**config.mk**
```make
export PLATFORM = sky130hd
export DESIGN_NAME = cpu_debug_sequencer
export DESIGN_NICKNAME = d
export VERILOG_FILES = /design/src/rtl/cpu_debug_sequencer_pkg.sv /design/src/rtl/cpu_debug_sequencer_run_watchdog.sv /design/src/rtl/cpu_debug_sequencer.sv
export SDC_FILE = /design/constraint.sdc
export NUM_CORES = 1
export LEC_CHECK = 0
export ABC_AREA = 0
export CAP_MARGIN = 20
export CORE_AREA = 2 2 73 75
export CTS_BUF_LIST = sky130_fd_sc_hd__clkbuf_16
export DETAILED_ROUTE_END_ITERATION = 16
export DIE_AREA = 0 0 75 77
export HOLD_SLACK_MARGIN = 0.05
export PLACE_DENSITY = 0.74
export SLEW_MARGIN = 20
export SYNTH_ARGS = -nofsm -noshare
export SYNTH_HDL_FRONTEND = slang
export SYNTH_SLANG_ARGS = --single-unit
```
**constraint.sdc**
```tcl
create_clock -name clk -period 2.3 [get_ports clk]
set_clock_uncertainty 0.2 [all_clocks]
set_input_delay 0.46 -clock clk [delete_from_list [all_inputs] [get_ports clk]]
set_output_delay 0.46 -clock clk [all_outputs]
set_load 0.03 [all_outputs]
```
**src/rtl/cpu_debug_sequencer_pkg.sv**
```systemverilog
// Shared definitions for the CPU run-control / state-dump sequencer and its consumers
// (display or UART formatter): state encodings, scan depths and tag layout.
package cpu_debug_sequencer_pkg;

  typedef enum logic [2:0] {
    S_IDLE,
    S_START,
    S_RUN,
    S_SET,
    S_SAMPLE,
    S_PRESENT,
    S_DONE
  } state_t;

  localparam int RF_DEPTH_C = 4;
  localparam int DM_DEPTH_C = 16;
  localparam int TAG_W      = 5;
  localparam int IS_DM_BIT  = 4;

  // Tag layout: {is_dm, addr[3:0]}; register-file items keep addr[3:2] at zero.
  function automatic logic [TAG_W-1:0] item_tag(input logic is_dm, input logic [3:0] addr);
    logic [TAG_W-1:0] t;
    t            = {1'b0, addr};
    t[IS_DM_BIT] = is_dm;
    return t;
  endfunction

endpackage

```
**src/rtl/cpu_debug_sequencer_run_watchdog.sv**
```systemverilog
// Cycle watchdog for the RUN phase: counts enabled cycles since the last clear and
// flags the cycle on which the TIMEOUT-th enabled cycle is being spent.
module cpu_debug_sequencer_run_watchdog #(
  parameter int TIMEOUT = 65535,
  localparam int CW     = $clog2(TIMEOUT + 1)
) (
  input  logic clk,
  input  logic rst,
  input  logic clear_i,
  input  logic en_i,
  output logic expired_o
);

  logic [CW-1:0] count_q;

  always_ff @(posedge clk) begin
    if (rst || clear_i)
      count_q <= '0;
    else if (en_i && count_q != CW'(TIMEOUT))
      count_q <= count_q + 1'b1;
  end

  assign expired_o = en_i && (count_q == CW'(TIMEOUT - 1));

endmodule

```
**src/rtl/cpu_debug_sequencer.sv**
```systemverilog
// Run-control and state-dump sequencer: pulses CPU start, waits for a fresh halt, then streams
// all register-file and data-memory words out over a valid/ready byte link.
module cpu_debug_sequencer
  import cpu_debug_sequencer_pkg::*;
#(
  parameter int DATA_W   = 8,
  parameter int RF_DEPTH = RF_DEPTH_C,
  parameter int DM_DEPTH = DM_DEPTH_C,
  parameter int TIMEOUT  = 65535
) (
  input  logic              clk,
  input  logic              rst,
  input  logic              run_req,
  input  logic              scan_req,
  output logic              cpu_start,
  input  logic              cpu_stopped,
  output logic [1:0]        dbg_rf_addr,
  output logic [3:0]        dbg_dm_addr,
  input  logic [DATA_W-1:0] dbg_rf_data,
  input  logic [DATA_W-1:0] dbg_dm_data,
  output logic [DATA_W-1:0] out_data,
  output logic [TAG_W-1:0]  out_tag,
  output logic              out_valid,
  input  logic              out_ready,
  output logic              busy,
  output logic              done,
  output logic              timed_out
);

  localparam int N_ITEMS = RF_DEPTH + DM_DEPTH;
  localparam int IDX_W   = $clog2(N_ITEMS);
  localparam logic [IDX_W-1:0] RF_N     = IDX_W'(RF_DEPTH);
  localparam logic [IDX_W-1:0] LAST_IDX = IDX_W'(N_ITEMS - 1);

  state_t              state_q;
  logic [IDX_W-1:0]    idx_q;
  logic                armed_q;
  logic                cpu_start_q, busy_q, done_q, timed_out_q, valid_q;
  logic [1:0]          rf_addr_q;
  logic [3:0]          dm_addr_q;
  logic [DATA_W-1:0]   data_q;
  logic [TAG_W-1:0]    tag_q;

  logic                is_rf;
  logic [3:0]          dm_idx;
  logic                wd_clear, wd_en, wd_expired;

  assign is_rf    = (idx_q < RF_N);
  assign dm_idx   = 4'(idx_q - RF_N);
  assign wd_clear = (state_q == S_START);
  assign wd_en    = (state_q == S_RUN);

  cpu_debug_sequencer_run_watchdog #(.TIMEOUT(TIMEOUT)) u_wd (
    .clk       (clk),
    .rst       (rst),
    .clear_i   (wd_clear),
    .en_i      (wd_en),
    .expired_o (wd_expired)
  );

  always_ff @(posedge clk) begin
    if (rst) begin
      state_q     <= S_IDLE;
      idx_q       <= '0;
      armed_q     <= 1'b0;
      cpu_start_q <= 1'b0;
      busy_q      <= 1'b0;
      done_q      <= 1'b0;
      timed_out_q <= 1'b0;
      valid_q     <= 1'b0;
      rf_addr_q   <= '0;
      dm_addr_q   <= '0;
      data_q      <= '0;
      tag_q       <= '0;
    end else begin
      cpu_start_q <= 1'b0;
      done_q      <= 1'b0;
      unique case (state_q)
        S_IDLE: begin
          if (run_req) begin
            state_q     <= S_START;
            cpu_start_q <= 1'b1;
            busy_q      <= 1'b1;
            timed_out_q <= 1'b0;
          end else if (scan_req) begin
            state_q     <= S_SET;
            idx_q       <= '0;
            busy_q      <= 1'b1;
            timed_out_q <= 1'b0;
          end
        end
        S_START: begin
          armed_q <= 1'b0;
          state_q <= S_RUN;
        end
        S_RUN: begin
          // A stopped flag only counts once the CPU has been seen running this time.
          if (!cpu_stopped) armed_q <= 1'b1;
          if (armed_q && cpu_stopped) begin
            state_q <= S_SET;
            idx_q   <= '0;
          end else if (wd_expired) begin
            state_q     <= S_DONE;
            done_q      <= 1'b1;
            timed_out_q <= 1'b1;
          end
        end
        S_SET: begin
          if (is_rf) rf_addr_q <= idx_q[1:0];
          else       dm_addr_q <= dm_idx;
          state_q <= S_SAMPLE;
        end
        S_SAMPLE: begin
          data_q  <= is_rf ? dbg_rf_data : dbg_dm_data;
          tag_q   <= is_rf ? item_tag(1'b0, {2'b00, idx_q[1:0]}) : item_tag(1'b1, dm_idx);
          valid_q <= 1'b1;
          state_q <= S_PRESENT;
        end
        S_PRESENT: begin
          if (out_ready) begin
            valid_q <= 1'b0;
            if (idx_q == LAST_IDX) begin
              state_q <= S_DONE;
              done_q  <= 1'b1;
            end else begin
              idx_q   <= idx_q + 1'b1;
              state_q <= S_SET;
            end
          end
        end
        S_DONE: begin
          busy_q  <= 1'b0;
          state_q <= S_IDLE;
        end
        default: state_q <= S_IDLE;
      endcase
    end
  end

  assign cpu_start   = cpu_start_q;
  assign dbg_rf_addr = rf_addr_q;
  assign dbg_dm_addr = dm_addr_q;
  assign out_data    = data_q;
  assign out_tag     = tag_q;
  assign out_valid   = valid_q;
  assign busy        = busy_q;
  assign done        = done_q;
  assign timed_out   = timed_out_q;

endmodule
```
# Yosys cells after proc, flatten, opt, wreduce, memory -nomap -nowiden
# Cells that the tools add are included.
dict set report totals {
  ff_bits 49
  latch_bits 0
  mem_bits_rw 0
  mem_bits_ro 0
  input_bits 22
  elab_cells 90
  memories 0
}
dict set report classes {
  add_sub_neg 3
  n_mul 0
  n_div 0
  magnitude_cmp 1
  n_eq_ne 19
  n_shift 0
  n_mux 33
  bitwise 2
  n_reduce_logical 19
}
# op count
set op_table {}
lappend op_table {{$mux 5} 6}
lappend op_table {{$mux 3} 6}
lappend op_table {{$pmux 3 s6} 1}
lappend op_table {{$add 16x1->16 const B} 1}
lappend op_table {{$eq 16x16->1 const B} 1}
lappend op_table {{$ne 16x16->1 const B} 1}
lappend op_table {{$ne 2x2->1 const B} 8}
lappend op_table {{$pmux 5 s3} 1}
lappend op_table {{$mux 1} 13}
lappend op_table {{$pmux 1 s2} 5}
lappend op_table {{$reduce_and 2->1} 5}
lappend op_table {{$eq 3x3->1 const B} 3}
lappend op_table {{$mux 8} 1}
lappend op_table {{$reduce_bool 2->1} 4}
lappend op_table {{$eq 3x2->1 const B} 2}
lappend op_table {{$ne 3x3->1 const B} 2}
lappend op_table {{$reduce_and 6->1} 1}
lappend op_table {{$add 5x1->5 const B} 1}
lappend op_table {{$eq 5x5->1 const B} 1}
lappend op_table {{$lt 5x3->1 const B} 1}
lappend op_table {{$reduce_and 4->1} 1}
lappend op_table {{$sub 4x3->4 const B} 1}
lappend op_table {{$eq 3x1->1 const B} 1}
lappend op_table {{$logic_and 1x1->1} 3}
lappend op_table {{6 further kinds} 7}

# Depth between registers and ports, before layout
dict set report depth {
  depth_word 5
  mapped_depth 8
  ltp_nobuf 7
}

# Hierarchy
# From an unflattened synthesis, not the netlist that was laid out.
dict set report unflattened {
  cells_unflattened 290
  hier_area_um2 2401.1
}
# module instances cells_each area_each_um2
set modules_own_cells {}
lappend modules_own_cells {cpu_debug_sequencer 1 185 1532.7}
lappend modules_own_cells {cpu_debug_sequencer_run_watchdog 1 105 868.3}

# Worst setup path before layout
# Ideal clock, no wire load.
dict set report synth_timing {
  path_type {register to register}
  startpoint {reg state_q[2]}
  endpoint {reg u_wd.count_q[14]}
  setup_ns 0.125
  t_arrival_ns 1.781
  required_time_ns 1.975
  slack_ns 0.194
  path_stages_with_launch 9
  n_path_buf 3
  path_cell_list {dfxtp_1 buf_6 or3b_1 buf_6 or3_1 buf_2 nor4_4 xnor2_1 nor2_2}
}
dict set report synth_via {
  elab_chain_len 2
  word_cells_on_any_way 4
  classes_between {eq/ne: 2; reduce/logical: 2}
}
# element line
set synth_lines {}
lappend synth_lines {{start: declaration} cpu_debug_sequencer.sv:35} ;# state_t state_q;
lappend synth_lines {{start signal: assignment} cpu_debug_sequencer.sv:63} ;# state_q <= S_IDLE;
lappend synth_lines {{start signal: assignment} cpu_debug_sequencer.sv:81} ;# state_q <= S_START;
lappend synth_lines {{start signal: assignment} cpu_debug_sequencer.sv:86} ;# state_q <= S_SET;
lappend synth_lines {{$eq 3x2->1 / $eq 3x1->1 (equally long branches)} {cpu_debug_sequencer.sv:51, cpu_debug_sequencer.sv:50}}
lappend synth_lines {{$logic_and 1x1->1 / $logic_or 1x1->1 (equally long branches)} {cpu_debug_sequencer_run_watchdog.sv:19, cpu_debug_sequencer_run_watchdog.sv:17}}
lappend synth_lines {{end signal: assignment} cpu_debug_sequencer_run_watchdog.sv:20} ;# count_q <= count_q + 1'b1;
lappend synth_lines {{end: declaration} cpu_debug_sequencer_run_watchdog.sv:14} ;# logic [CW-1:0] count_q;
# Parallel ways exist; a longest one is shown, timed or not.
# A chain may end at the register's enable or synchronous reset.

# Worst setup path in the final report
dict set report layout_timing {
  startpoint {reg u_wd.count_q[0]}
  endpoint {reg u_wd.count_q[14]}
}
dict set report layout_via {
  elab_chain_len 2
  word_cells_on_any_way 3
  classes_between {add/sub: 1; eq/ne: 1; reduce/logical: 1}
}
# element
set layout_lines {}
lappend layout_lines {{parallel branches: the longest is 2 deep, another holds $add 16x1->16}}
# Several ways; the timed one is not identified.

==> metrics <==
status=complete, no violations; clock transition at the registers of the reported paths=0.07 ns; Syn Area/Cell=8.07 sq um; filler cell count=459; Arr. time, crit path=2.06 ns; port bufs=45; Slew HR=70.1%; fin crit period=2.08 ns; VDD IR max=0.434 mV; Synth async-reset ratio=0%; Routed WL per cell=12.5 um; RSZ-0062 raised after global routing=false; Post-DP HPWL=3610 um; nets=356; grt ovf=0; Final Worst Setup Slack=0.218 ns; synthesized area=0.00225 sq mm; Placer Congestion=0.819; Critical Path, Cell by Cell=ha_1 > nand3_1 > or3_1 > nor4_4 > xnor2_1 > nor2_2; drt first pass iters=4; CTS Hold Bufs=0; CP max stage cell=or3_1; P per Cell Area=880 mW/mm^2; routed wire length=5010 um; initial antenna violation count=0; Layout area overhead=31.4%; Syn. warnings=0; CP Capture Type=flop; synthesized instance count=279; WP data required=2.28 ns; #FFs+latches synth=49; die width=75 um; Static Leak=0.00104 uW; Initial Utilization=45.2%; Final Hold Fails=0; Worst-Skew Late Latency=0.29 ns; number of H-tree levels=2; Clock Tree Buf Depth=2; share of cells above drive strength 1=7.88%; critical path's largest stage delay=0.50 ns; Residual DRC=0; Final setup viols=0; FP Rows=26; Most used DFF post-synth=dfxtp_1; top cell type's share of synthesized area=43.6%; Setup Total Neg Slack=0 ns; f_max=480 MHz; Via density=5.16; combinational share of power=33.9%; final worst-path cycle share=90.5%; most frequent cells in the layout=dfxtp_1 (49), clkdlybuf4s50_1 (45), nor2_1 (41), nand2_1 (40), a21oi_1 (23); critical path class=reg2reg; Pint=1720 uW; Place WS=0.129 ns; first-pass GRT wire length=8290 um; root buf cell=clkbuf_16; Total Routing Usage GR=18.1%; die area=0.00578 sq mm; CTS Buf Count=5; post-route ant nets=0; Iteration-0 DRC Markers=94; Die Span Y=77 um; Hold Crit Class=reg2reg; Diodes inserted=0; Seq pwr share=39.0%; vias=2064; pins over their slew limit=0; Seq/Total Area, Yosys=43.6%; dominant cells by area after synthesis=dfxtp_1 (44%), nor2_1 (6.8%), nand2_1 (6.7%), a21oi_1 (5.1%), xnor2_1 (4.3%); max cap viols=0; Clock Power Share=27.1%; Synth cell types=39; Slew @ Worst Pin=0.449 ns; clock sinks=49; CTS tree=done; Post-synth EDFFs=0; commonest non-fill, non-tap cell in the layout=dfxtp_1; vias in the first global route=1930; Worst Path Max Fanout=5; Core Area=0.00498 sq mm; largest net degree at the start of global routing=31; total I/O pin count=46; Sw Ratio=34.1%; syn_nets=306; NetSw=889 uW; Worst Setup Start Kind=flop; dominant cell type by area after synthesis=dfxtp_1; post_cts resized=0; Post-CTS Setup Repair Bufs=0
==> sequential cells by signal, indices dropped and copies added, names as in the netlist <==
name          cells
out_valid         1
dbg_dm_addr       4
busy              1
done              1
idx_q             5
out_data          8
u_wd.count_q     16
cpu_start         1
out_tag           5
dbg_rf_addr       2
armed_q           1
timed_out         1
state_q           3
==> synthesized netlist by cell type, types with 2 or more instances <==
| cell | instances |
|---|---|
| a211oi_1 | 2 |
| a21oi_1 | 23 |
| a311oi_1 | 9 |
| and4_1 | 3 |
| buf_6 | 2 |
| clkbuf_1 | 11 |
| dfxtp_1 | 49 |
| ha_1 | 5 |
| inv_1 | 8 |
| mux2i_1 | 3 |
| nand2_1 | 40 |
| nand3_1 | 9 |
| nand4_1 | 5 |
| nor2_1 | 41 |
| nor3_1 | 14 |
| nor3b_1 | 2 |
| nor4_1 | 2 |
| o21ai_0 | 15 |
| or2_2 | 2 |
| or3_1 | 5 |
| xnor2_1 | 11 |
==> layer usage <==
layer / share of wire (%) / GRT usage, % / routed length (um) / up-vias
li1: - / - / - / 1069
met2: 49 / 31.6 / 2430 / 55
met1: 44 / 20.5 / 2190 / 933
met5: 0 / 0 / 0 / -
met3: 6.7 / 5.12 / 334 / 7
met4: 1.0 / 6.25 / 52 / 0
==> power by group through the flow <==
stage	registers (uW)	logic (uW)	clock network, uW
after global routing	1030	969	758
after CTS	1020	886	728
after global placement	1030	870	0
final	1020	884	705
after detailed placement	1040	883	0
after floorplan	1150	465	0
==> final timing paths <==
check                      to  cells after the start  slack [ns]       startpoint
max          u_wd.count_q[14]                      6        0.22  u_wd.count_q[0]
max reg2reg  u_wd.count_q[14]                      6        0.22  u_wd.count_q[0]
min                out_tag[1]                      2        0.26       out_tag[1]
min reg2reg        out_tag[1]                      2        0.26       out_tag[1]
==> kinds of logic after synthesis <==
family | Yosys count | synth area share, %
muxes | 3 | 1.33
adders and majority gates | 5 | 2.78
xor gates and xnor gates | 11 | 4.28
DFF | 49 | 43.6
buffers and inverters | 22 | 4.39
and+or+nand+nor | 131 | 27.7
AOI/OAI and AO/OA | 58 | 15.9
==> critical path: cells and delay by family (launching register included) <==
family	cells	cell delay (ns)
flops	1	0.40
xor+xnor	1	0.16
simple gates	4	1.00
fa+ha+maj	1	0.21
==> metrics by stage <==
step | util (%) | cells | total power (uW) | area [sq um] | hold slack (ns)
finish | 59.5 | 400 | 2610 | 2960 | 0.260
floorplan | - | 279 | 1610 | 2250 | 0.259
CTS | 59.5 | 400 | 2630 | 2960 | 0.263
detailed placement | 56.6 | 392 | 1920 | 2820 | 0.254
global placement | 56.6 | 392 | 1900 | 2820 | 0.247
global route | 59.5 | 400 | 2760 | 2960 | 0.286
==> cell type report <==
type	count	area [sq um]	area share, %
clock buffers	5	125	4.23
clock inverters	3	17.5	0.592
inverters	8	30.0	1.01
multi-input cells	208	1180	39.8
flip-flops and latches	49	981	33.2
well taps	70	87.6	2.96
repair buffers	57	541	18.3
Note: power is estimated with default switching activity, not from simulation.
